--- config.mk ---
export PLATFORM = sky130hd
export DESIGN_NAME = fft_bf_sequencer
export DESIGN_NICKNAME = d
export VERILOG_FILES = /design/src/rtl/fft_bf_sequencer.sv
export SDC_FILE = /design/constraint.sdc
export NUM_CORES = 1
export LEC_CHECK = 0
export ABC_CLOCK_PERIOD_IN_PS = 4100
export CAP_MARGIN = 20
export CORE_MARGIN = 2
export CORE_UTILIZATION = 35
export CTS_CLUSTER_DIAMETER = 200
export DETAILED_ROUTE_END_ITERATION = 10
export GPL_TIMING_DRIVEN = 0
export SLEW_MARGIN = 20
export SYNTH_ARGS = -nofsm -noshare
export SYNTH_HDL_FRONTEND = slang
export SYNTH_SLANG_ARGS = --single-unit
--- constraint.sdc ---
create_clock -name clk -period 4.1 [get_ports clk]
set_clock_uncertainty 0.1 [all_clocks]
set_input_delay 0.82 -clock clk [delete_from_list [all_inputs] [get_ports clk]]
set_output_delay 0.82 -clock clk [all_outputs]
set_load 0.02 [all_outputs]
--- src/rtl/fft_bf_sequencer.sv ---
// ---------------------------------------------------------------------------
// fft_bf_sequencer
//
// Control block for an in-place 256-point radix-2 DIT FFT whose input data is
// held in bit-reversed order. It walks the N_LOG2 stages. In each stage it
// issues one butterfly per cycle by driving a dual read of the data RAM and a
// twiddle-ROM read. It then tracks each butterfly through the core using a
// small write-address queue, so that every result lands back on the p/q pair
// it was read from. Between stages the pipeline is fully drained. This means a
// stage never reads a location that the previous stage has yet to write.
//
// Optional feature:
//   FFT_SEQ_STALL_EN  when defined, adds input mem_rdy. A butterfly is issued
//                     only in cycles that follow a clock edge where mem_rdy
//                     was 1. Drain and write-back are unaffected. When the
//                     macro is undefined, issue is unconditional while
//                     running.
//
// Ports:
//   clk        in   clock
//   rst_n      in   synchronous active-low reset; clears every register
//   start      in   one-cycle pulse; begins a transform when idle
//   mem_rdy    in   (FFT_SEQ_STALL_EN only) memory ready for a new issue
//   busy       out  high from the cycle after an accepted start until done
//   done       out  one-cycle pulse once the last write of the last stage is done
//   rd_en      out  data-RAM dual read strobe
//   rd_addr_p  out  read address of xp
//   rd_addr_q  out  read address of xq
//   tw_addr    out  twiddle-ROM index k (W_N^k)
//   bf_en      out  butterfly enable, rd_en delayed RD_LAT cycles
//   bf_vld     in   butterfly result valid
//   wr_en      out  data-RAM dual write strobe (bf_vld with a non-empty queue)
//   wr_addr_p  out  write address of yp (head of the address queue)
//   wr_addr_q  out  write address of yq (head of the address queue)
//   stage      out  current stage index 0..N_LOG2-1
//   err        out  sticky; bf_vld with empty queue, or push into a full queue
// ---------------------------------------------------------------------------

module fft_bf_sequencer #(
  parameter int N_LOG2   = 8,
  parameter int RD_LAT   = 1,
  parameter int BF_LAT   = 3,
  parameter int AQ_DEPTH = 8
) (
  input  logic              clk,
  input  logic              rst_n,
  input  logic              start,
`ifdef FFT_SEQ_STALL_EN
  input  logic              mem_rdy,
`endif
  output logic              busy,
  output logic              done,
  output logic              rd_en,
  output logic [N_LOG2-1:0] rd_addr_p,
  output logic [N_LOG2-1:0] rd_addr_q,
  output logic [N_LOG2-2:0] tw_addr,
  output logic              bf_en,
  input  logic              bf_vld,
  output logic              wr_en,
  output logic [N_LOG2-1:0] wr_addr_p,
  output logic [N_LOG2-1:0] wr_addr_q,
  output logic [2:0]        stage,
  output logic              err
);

  // Butterfly index width. The stage port is 3 bits wide, so N_LOG2 <= 8.
  localparam int JW = N_LOG2 - 1;
  localparam logic [2:0] LAST_STAGE = 3'(N_LOG2 - 1);
  localparam logic [JW:0] J_ONE = (JW+1)'(1);

  // The queue must hold every butterfly still in flight. Its size is never
  // allowed below the read+butterfly pipeline depth. The pointers wrap
  // explicitly, so the size need not be a power of two.
  localparam int AQ_MIN  = RD_LAT + BF_LAT + 1;
  localparam int AQ_SIZE = (AQ_DEPTH > AQ_MIN) ? AQ_DEPTH : AQ_MIN;
  localparam int PW      = (AQ_SIZE > 1) ? $clog2(AQ_SIZE) : 1;
  localparam int CW      = $clog2(AQ_SIZE + 1);
  localparam logic [PW-1:0] PTR_LAST = PW'(AQ_SIZE - 1);
  localparam logic [CW-1:0] CNT_FULL = CW'(AQ_SIZE);

  typedef enum logic [1:0] {
    IDLE  = 2'd0,
    RUN   = 2'd1,
    DRAIN = 2'd2,
    FIN   = 2'd3
  } state_t;

  state_t            state_q;
  logic [JW:0]       jCnt_q;
  logic [2:0]        stage_q;
  logic              rdEn_q;
  logic              busy_q;
  logic              done_q;
  logic              err_q;
  logic [N_LOG2-1:0] rdP_q;
  logic [N_LOG2-1:0] rdQ_q;
  logic [JW-1:0]     tw_q;
  logic [RD_LAT-1:0] rdPipe_q;
  logic [N_LOG2-1:0] outCnt_q;
  logic [N_LOG2-1:0] outCnt_d;

  logic [2*N_LOG2-1:0] aqMem_q [AQ_SIZE];
  logic [PW-1:0]       aqWr_q;
  logic [PW-1:0]       aqRd_q;
  logic [CW-1:0]       aqCnt_q;
  logic [CW-1:0]       aqCnt_d;
  logic                aqEmpty;
  logic                aqFull;
  logic                aqPush;
  logic                wrEn;
  logic                err_d;

  logic              rdy;
  logic              issue;
  logic              drainDone;
  logic [2:0]        issStage;
  logic [JW-1:0]     issJ;
  logic [JW-1:0]     kMask;
  logic [JW-1:0]     kIss;
  logic [JW-1:0]     hiIss;
  logic [JW-1:0]     twIss;
  logic [2:0]        twShift;
  logic [N_LOG2-1:0] pIss;
  logic [N_LOG2-1:0] qIss;

`ifdef FFT_SEQ_STALL_EN
  assign rdy = mem_rdy;
`else
  assign rdy = 1'b1;
`endif

  // Decide whether a butterfly is launched at the coming edge, and which
  // (stage, j) it is. The first butterfly of a stage goes out on the same edge
  // that leaves IDLE or DRAIN. Because of this, no cycle is lost entering RUN.
  // jCnt_q counts the butterflies already issued. Its top bit marks that the
  // whole stage is out.
  always_comb begin
    issue     = 1'b0;
    issStage  = stage_q;
    issJ      = jCnt_q[JW-1:0];
    drainDone = (outCnt_q == '0);
    case (state_q)
      IDLE: begin
        issue    = start & rdy;
        issStage = '0;
        issJ     = '0;
      end
      RUN: begin
        issue = ~jCnt_q[JW] & rdy;
      end
      DRAIN: begin
        if (drainDone && (stage_q != LAST_STAGE)) begin
          issue    = rdy;
          issStage = stage_q + 3'd1;
          issJ     = '0;
        end
      end
      default: begin
        issue = 1'b0;
      end
    endcase
  end

  // Butterfly addressing for stage s uses half = 2^s and k = j mod half.
  // Inserting a zero bit at position s of j yields p. q is p with that bit set.
  // The twiddle index is k scaled up to the full N/2 range.
  always_comb begin
    kMask   = ~({JW{1'b1}} << issStage);
    kIss    = issJ & kMask;
    hiIss   = issJ & ~kMask;
    pIss    = {hiIss, 1'b0} | {1'b0, kIss};
    qIss    = pIss | (N_LOG2'(1) << issStage);
    twShift = 3'(JW) - issStage;
    twIss   = kIss << twShift;
  end

  // Main sequencer. Every output it owns is registered here. The read address
  // and twiddle registers load only on an issue, and otherwise hold.
  always_ff @(posedge clk) begin
    if (!rst_n) begin
      state_q <= IDLE;
      jCnt_q  <= '0;
      stage_q <= '0;
      rdEn_q  <= 1'b0;
      rdP_q   <= '0;
      rdQ_q   <= '0;
      tw_q    <= '0;
      busy_q  <= 1'b0;
      done_q  <= 1'b0;
    end else begin
      done_q <= 1'b0;
      rdEn_q <= issue;
      if (issue) begin
        rdP_q <= pIss;
        rdQ_q <= qIss;
        tw_q  <= twIss;
      end
      case (state_q)
        IDLE: begin
          if (start) begin
            state_q <= RUN;
            busy_q  <= 1'b1;
            stage_q <= '0;
            jCnt_q  <= issue ? J_ONE : '0;
          end
        end
        RUN: begin
          if (jCnt_q[JW]) begin
            state_q <= DRAIN;
          end else if (issue) begin
            jCnt_q <= jCnt_q + J_ONE;
          end
        end
        DRAIN: begin
          if (drainDone) begin
            if (stage_q == LAST_STAGE) begin
              state_q <= FIN;
              done_q  <= 1'b1;
              busy_q  <= 1'b0;
            end else begin
              state_q <= RUN;
              stage_q <= stage_q + 3'd1;
              jCnt_q  <= issue ? J_ONE : '0;
            end
          end
        end
        FIN: begin
          state_q <= IDLE;
        end
        default: begin
          state_q <= IDLE;
        end
      endcase
    end
  end

  // A write happens only when the queue holds an address for the result.
  // A push into a full queue is dropped unless a pop frees a slot that same
  // cycle. Either anomaly raises the sticky error.
  assign aqEmpty = (aqCnt_q == '0);
  assign aqFull  = (aqCnt_q == CNT_FULL);
  assign wrEn    = bf_vld & ~aqEmpty;
  assign aqPush  = rdEn_q & (~aqFull | wrEn);
  assign err_d   = err_q | (bf_vld & aqEmpty) | (rdEn_q & aqFull & ~wrEn);

  // Queue occupancy and outstanding-butterfly count. A launch and a
  // completion in the same cycle cancel each other.
  always_comb begin
    aqCnt_d  = aqCnt_q;
    outCnt_d = outCnt_q;
    case ({aqPush, wrEn})
      2'b10:   aqCnt_d = aqCnt_q + CW'(1);
      2'b01:   aqCnt_d = aqCnt_q - CW'(1);
      default: aqCnt_d = aqCnt_q;
    endcase
    case ({rdEn_q, wrEn})
      2'b10:   outCnt_d = outCnt_q + N_LOG2'(1);
      2'b01:   outCnt_d = outCnt_q - N_LOG2'(1);
      default: outCnt_d = outCnt_q;
    endcase
  end

  // Datapath registers: the read-latency delay line that produces bf_en, the
  // write-address queue, the drain counter and the sticky error flag.
  always_ff @(posedge clk) begin
    if (!rst_n) begin
      rdPipe_q <= '0;
      outCnt_q <= '0;
      aqWr_q   <= '0;
      aqRd_q   <= '0;
      aqCnt_q  <= '0;
      err_q    <= 1'b0;
      for (int i = 0; i < AQ_SIZE; i++) begin
        aqMem_q[i] <= '0;
      end
    end else begin
      rdPipe_q[0] <= rdEn_q;
      for (int i = 1; i < RD_LAT; i++) begin
        rdPipe_q[i] <= rdPipe_q[i-1];
      end
      if (aqPush) begin
        aqMem_q[aqWr_q] <= {rdP_q, rdQ_q};
        aqWr_q          <= (aqWr_q == PTR_LAST) ? '0 : aqWr_q + PW'(1);
      end
      if (wrEn) begin
        aqRd_q <= (aqRd_q == PTR_LAST) ? '0 : aqRd_q + PW'(1);
      end
      aqCnt_q  <= aqCnt_d;
      outCnt_q <= outCnt_d;
      err_q    <= err_d;
    end
  end

  // The queue head drives the write addresses directly. When the queue is
  // empty, the addresses read as zero.
  assign {wr_addr_p, wr_addr_q} = aqEmpty ? '0 : aqMem_q[aqRd_q];

  assign busy      = busy_q;
  assign done      = done_q;
  assign rd_en     = rdEn_q;
  assign rd_addr_p = rdP_q;
  assign rd_addr_q = rdQ_q;
  assign tw_addr   = tw_q;
  assign bf_en     = rdPipe_q[RD_LAT-1];
  assign wr_en     = wrEn;
  assign stage     = stage_q;
  assign err       = err_q;

endmodule

==> reports/summary.md <==
The number of antenna violations at the first check in global routing is 0. By area the synthesized netlist is led by sky130_fd_sc_hd__edfxtp_1, sky130_fd_sc_hd__dfxtp_1, sky130_fd_sc_hd__and2_1, sky130_fd_sc_hd__mux4_2, sky130_fd_sc_hd__mux2i_1. Data on the critical path is required at its endpoint by 3.18 ns.

The count of nets left with antenna violations once routing finished came out at 0. The share of the clock period used by the worst path is 94.6%, and the antenna diode instance count is 0. The H-tree was split into 4 levels. The depth of the worst register-to-register path works out to 4. The static leakage power was 3.85 nW. The synthesized design spends more area on one cell type than any other, namely sky130_fd_sc_hd__edfxtp_1.

During placement, the flow inserted port buffers numbering 50. After synthesis, the largest area contributor takes up 42.2% of total cell area. TritonCTS built the clock tree.

The cell count after synthesis came out at 754. Once placement completed, the tool counted placed cells totaling 1146. The run gives 0 as the total DRC errors in the routed layout. At the end of routability-driven placement, the weighted congestion stood at 0.857. Once layout is done, the placed cells without fillers occupy 0.0108 sq mm.

The initial standard-cell utilization of the core was 35.3%; the number of buffers added to fix hold violations after cts was 0. The logs give 0.75 ns for the setup slack of the worst register-to-register path and 0 for the max-slew violation count. The tools report the capture endpoint of the worst hold path as tw_addr[1]$_SDFFE_PN0P_. Entering global routing, the biggest net connects 22 pins.

The worst hold path class is reg2reg. The worst path in the final design needs a cycle of 3.88 ns, including I/O delays and setup. Cells fill 41.8% of the core in the end. Of the synthesized area, sequential elements account for 55.9%.

The total die area was 0.0273 sq mm. The worst register-to-register path begins at aqCnt_q[0]$_SDFFE_PN0P_. Fill cells in the final layout number 2418. The via count of the first global-routing pass came out at 6045. The worst register-to-register path ends at aqMem_q[1][12]$_SDFFCE_PN0P_.

The start-to-end type of the worst setup path is reg2out. Area of placed instances: 0.0101 sq mm. IR analysis of the VDD net gives a maximum drop of 0.325 mV. The worst setup path is launched from a register. The floorplan step set the die height to 165 um. The cell area that synthesis handed to floorplanning was 0.00910 sq mm. The tools report the count of vias placed by the detailed router as 6085.

Setup violations remaining at the end of the flow were counted as 0. The area growth from synthesis to final layout was 18.5%. The detailed router finished its first iteration with 542 violations. CTS placed an instance of sky130_fd_sc_hd__clkbuf_16 at the clock tree root. The final hold violation count was 0. Setup repair after global routing left no endpoint under its margin.

The run gives 52 as the I/O pin count. Number of optimization iterations in the first detailed-route pass: 5. For the data arrival time of the critical path, the log shows 2.96 ns.

The worst hold path stage count came out at 2. The logs give 777 for the total nets after synthesis and 67 for the count of unique library cells instantiated by Yosys. Clock-pin slew was measured on the worst setup and hold paths at 0.07 ns. For the pin with the worst max-slew slack, the measured transition is 1.22 ns. Across the run, the number of max-cap violations was 0. Summed over all layers, the global routing overflow is 0.

The tools report the final hold slack as 0.396 ns. For the maximum root-to-sink buffer count, the log shows 2. The routed wire length per instance is 18.6 um. The insertion delay to the later sink of the worst-skew pair is 0.43 ns, and the number of standard cells in the layout, taps in and fillers out is 1178.

Area of the core: 0.0258 sq mm. Leaving out fill and tap cells, the most frequent cell in the layout is sky130_fd_sc_hd__and2_1. Summed over all layers, the routed wires come to 21900 um.

The worst slew margin relative to its limit is 18.1%. Counting flops with an async set or reset pin after synthesis yields a share of 0%. TritonCTS created 17 clock buffers. The floorplan has 59 rows. The synthesized flop and latch total was 190. The number of synthesized flops with an enable pin is 128. Dividing the detail-routed via count by the number of cells gives 5.17.

The first global-routing pass estimated 34500 um of wire. The endpoint type of the worst setup path is an output port. The clock sink total is 190. After routing, the total negative slack on setup checks comes to 0 ns.

From left edge to right edge, the die measures 165 um. The average instance in the mapped netlist occupies 12.1 sq um. The total global-route track usage is 16.9%. The flow ran to the end, and the final reports show no timing, DRC or antenna violations. The power density relative to cell area was 514 mW/mm^2.

The top flip-flop cell by instance count after synthesis is sky130_fd_sc_hd__edfxtp_1. In the layout the commonest cells are sky130_fd_sc_hd__and2_1, sky130_fd_sc_hd__edfxtp_1, sky130_fd_sc_hd__nor2_1. The HPWL after detailed placement came out at 15400 um. The tools report the synthesis warning total as 0. The largest fanout on the critical path was 10; the highest clock rate was 258 MHz.

Fraction of final layout cells sized beyond drive strength 1: 12.3%. The worst hold path begins at tw_addr[1]$_SDFFE_PN0P_. In the final design database the tool counted 853 nets.
-- cell type report --
class	count	area [sq um]	area share, %
repair buffers	57	583	5.41
clock buffers	17	425	3.95
clock inverters	15	210	1.95
inverters	13	48.8	0.453
multi-input cells	502	3780	35.1
flip-flops and latches	190	5080	47.2
well taps	335	419	3.89
plain buffers	49	224	2.08
-- worst max-delay path, cell delays in order, from the launching register on --
cell	delay, ns
sky130_fd_sc_hd__dfxtp_1	0.31
sky130_fd_sc_hd__clkbuf_1	0.31
sky130_fd_sc_hd__clkdlybuf4s15_2	0.53
sky130_fd_sc_hd__mux4_2	0.61
sky130_fd_sc_hd__mux2i_1	0.16
sky130_fd_sc_hd__nor2_1	0.05
sky130_fd_sc_hd__clkdlybuf4s50_1	0.55
-- cell families after synthesis --
logic type               count (synthesis)  synth area share [%]
XOR/XNOR                                14                  1.35
flip-flops                             190                  55.9
buffers and inverters                   62                  2.89
multiplexers                            60                  11.0
AND/OR/NAND/NOR                        295                  17.7
adder cells (fa/ha/maj)                 19                  2.78
AO/OA/AOI/OAI                          114                  8.43
-- layer usage --
metal / global-route usage [%] / vias up / wire length [um] / share of wire [%]
met2: 27.0 / 162 / 10300 / 47
met1: 23.6 / 2995 / 10500 / 48
met4: 5.06 / 0 / 269 / 1.2
met3: 2.87 / 22 / 869 / 4.0
met5: 0 / - / 0 / 0
li1: - / 2906 / - / -
-- per-stage QoR --
| step | power (mW) | setup WS (ns) |
|---|---|---|
| 2_1_floorplan | 3.34 | 0.595 |
| 5_1_grt | 5.83 | 0.0306 |
| 4_1_cts | 5.60 | 0.0665 |
| 3_3_place_gp | 3.82 | -0.551 |
| 6_report | 5.54 | 0.221 |
| 3_5_place_dp | 3.86 | -0.396 |
-- worst max-delay path by stage --
stage	cells after the start	to	from
floorplan	11	outCnt_q[7]$_SDFFE_PN0P_	aqCnt_q[0]$_SDFFE_PN0P_
global placement	5	aqMem_q[3][9]$_SDFFCE_PN0P_	bf_vld
detailed placement	7	aqMem_q[0][9]$_SDFFCE_PN0P_	bf_vld
CTS	7	aqMem_q[0][6]$_SDFFCE_PN0P_	bf_vld
global route	6	wr_addr_p[0]	register
finish	6	wr_addr_q[5]	register
-- registers in the layout, indices dropped and copies added, names as in the netlist, named ones only --
name / count
aqMem_q: 128
jCnt_q: 8
outCnt_q: 8
rd_addr_p: 8
rd_addr_q: 8
tw_addr: 7
aqCnt_q: 4
aqRd_q: 3
aqWr_q: 3
stage: 3
state_q: 2
bf_en: 1
busy: 1
done: 1
err: 1
rd_en: 1
-- power by group --
group | leakage (nW) | internal (mW) | switching [mW]
Sequential | 1.82 | 2.16 | 0.103
Clock | 0.307 | 0.893 | 0.836
Combinational | 1.72 | 0.664 | 0.888
Total | 3.85 | 3.72 | 1.83
-- Yosys cell counts (3+ instances only) --
cell type / number
sky130_fd_sc_hd__and2_1: 130
sky130_fd_sc_hd__edfxtp_1: 128
sky130_fd_sc_hd__nor2_1: 66
sky130_fd_sc_hd__dfxtp_1: 62
sky130_fd_sc_hd__a21oi_1: 35
sky130_fd_sc_hd__clkbuf_1: 34
sky130_fd_sc_hd__mux4_2: 32
sky130_fd_sc_hd__nand2_1: 31
sky130_fd_sc_hd__mux2i_1: 27
sky130_fd_sc_hd__o21ai_0: 24
sky130_fd_sc_hd__ha_1: 17
sky130_fd_sc_hd__nand3_1: 16
sky130_fd_sc_hd__inv_1: 13
sky130_fd_sc_hd__a31oi_1: 8
sky130_fd_sc_hd__xor2_1: 8
sky130_fd_sc_hd__a21o_1: 7
sky130_fd_sc_hd__nand2b_1: 7
sky130_fd_sc_hd__nand4_1: 7
sky130_fd_sc_hd__nor3_1: 7
sky130_fd_sc_hd__buf_1: 6
sky130_fd_sc_hd__buf_2: 6
sky130_fd_sc_hd__xnor2_1: 6
sky130_fd_sc_hd__nor2b_1: 5
sky130_fd_sc_hd__nor4_1: 5
sky130_fd_sc_hd__or3_1: 5
sky130_fd_sc_hd__a32oi_1: 4
sky130_fd_sc_hd__o21bai_1: 4
sky130_fd_sc_hd__and3_1: 3
sky130_fd_sc_hd__buf_6: 3
sky130_fd_sc_hd__or4_1: 3
-- repair_timing --
action,4_1_cts,5_1_grt
gates resized for setup,5,2
pin swaps,0,0
endpoints found under the setup margin,16,1
setup buffers,0,0
gates cloned,0,0
No activity file was read; power rests on OpenSTA's default activity.
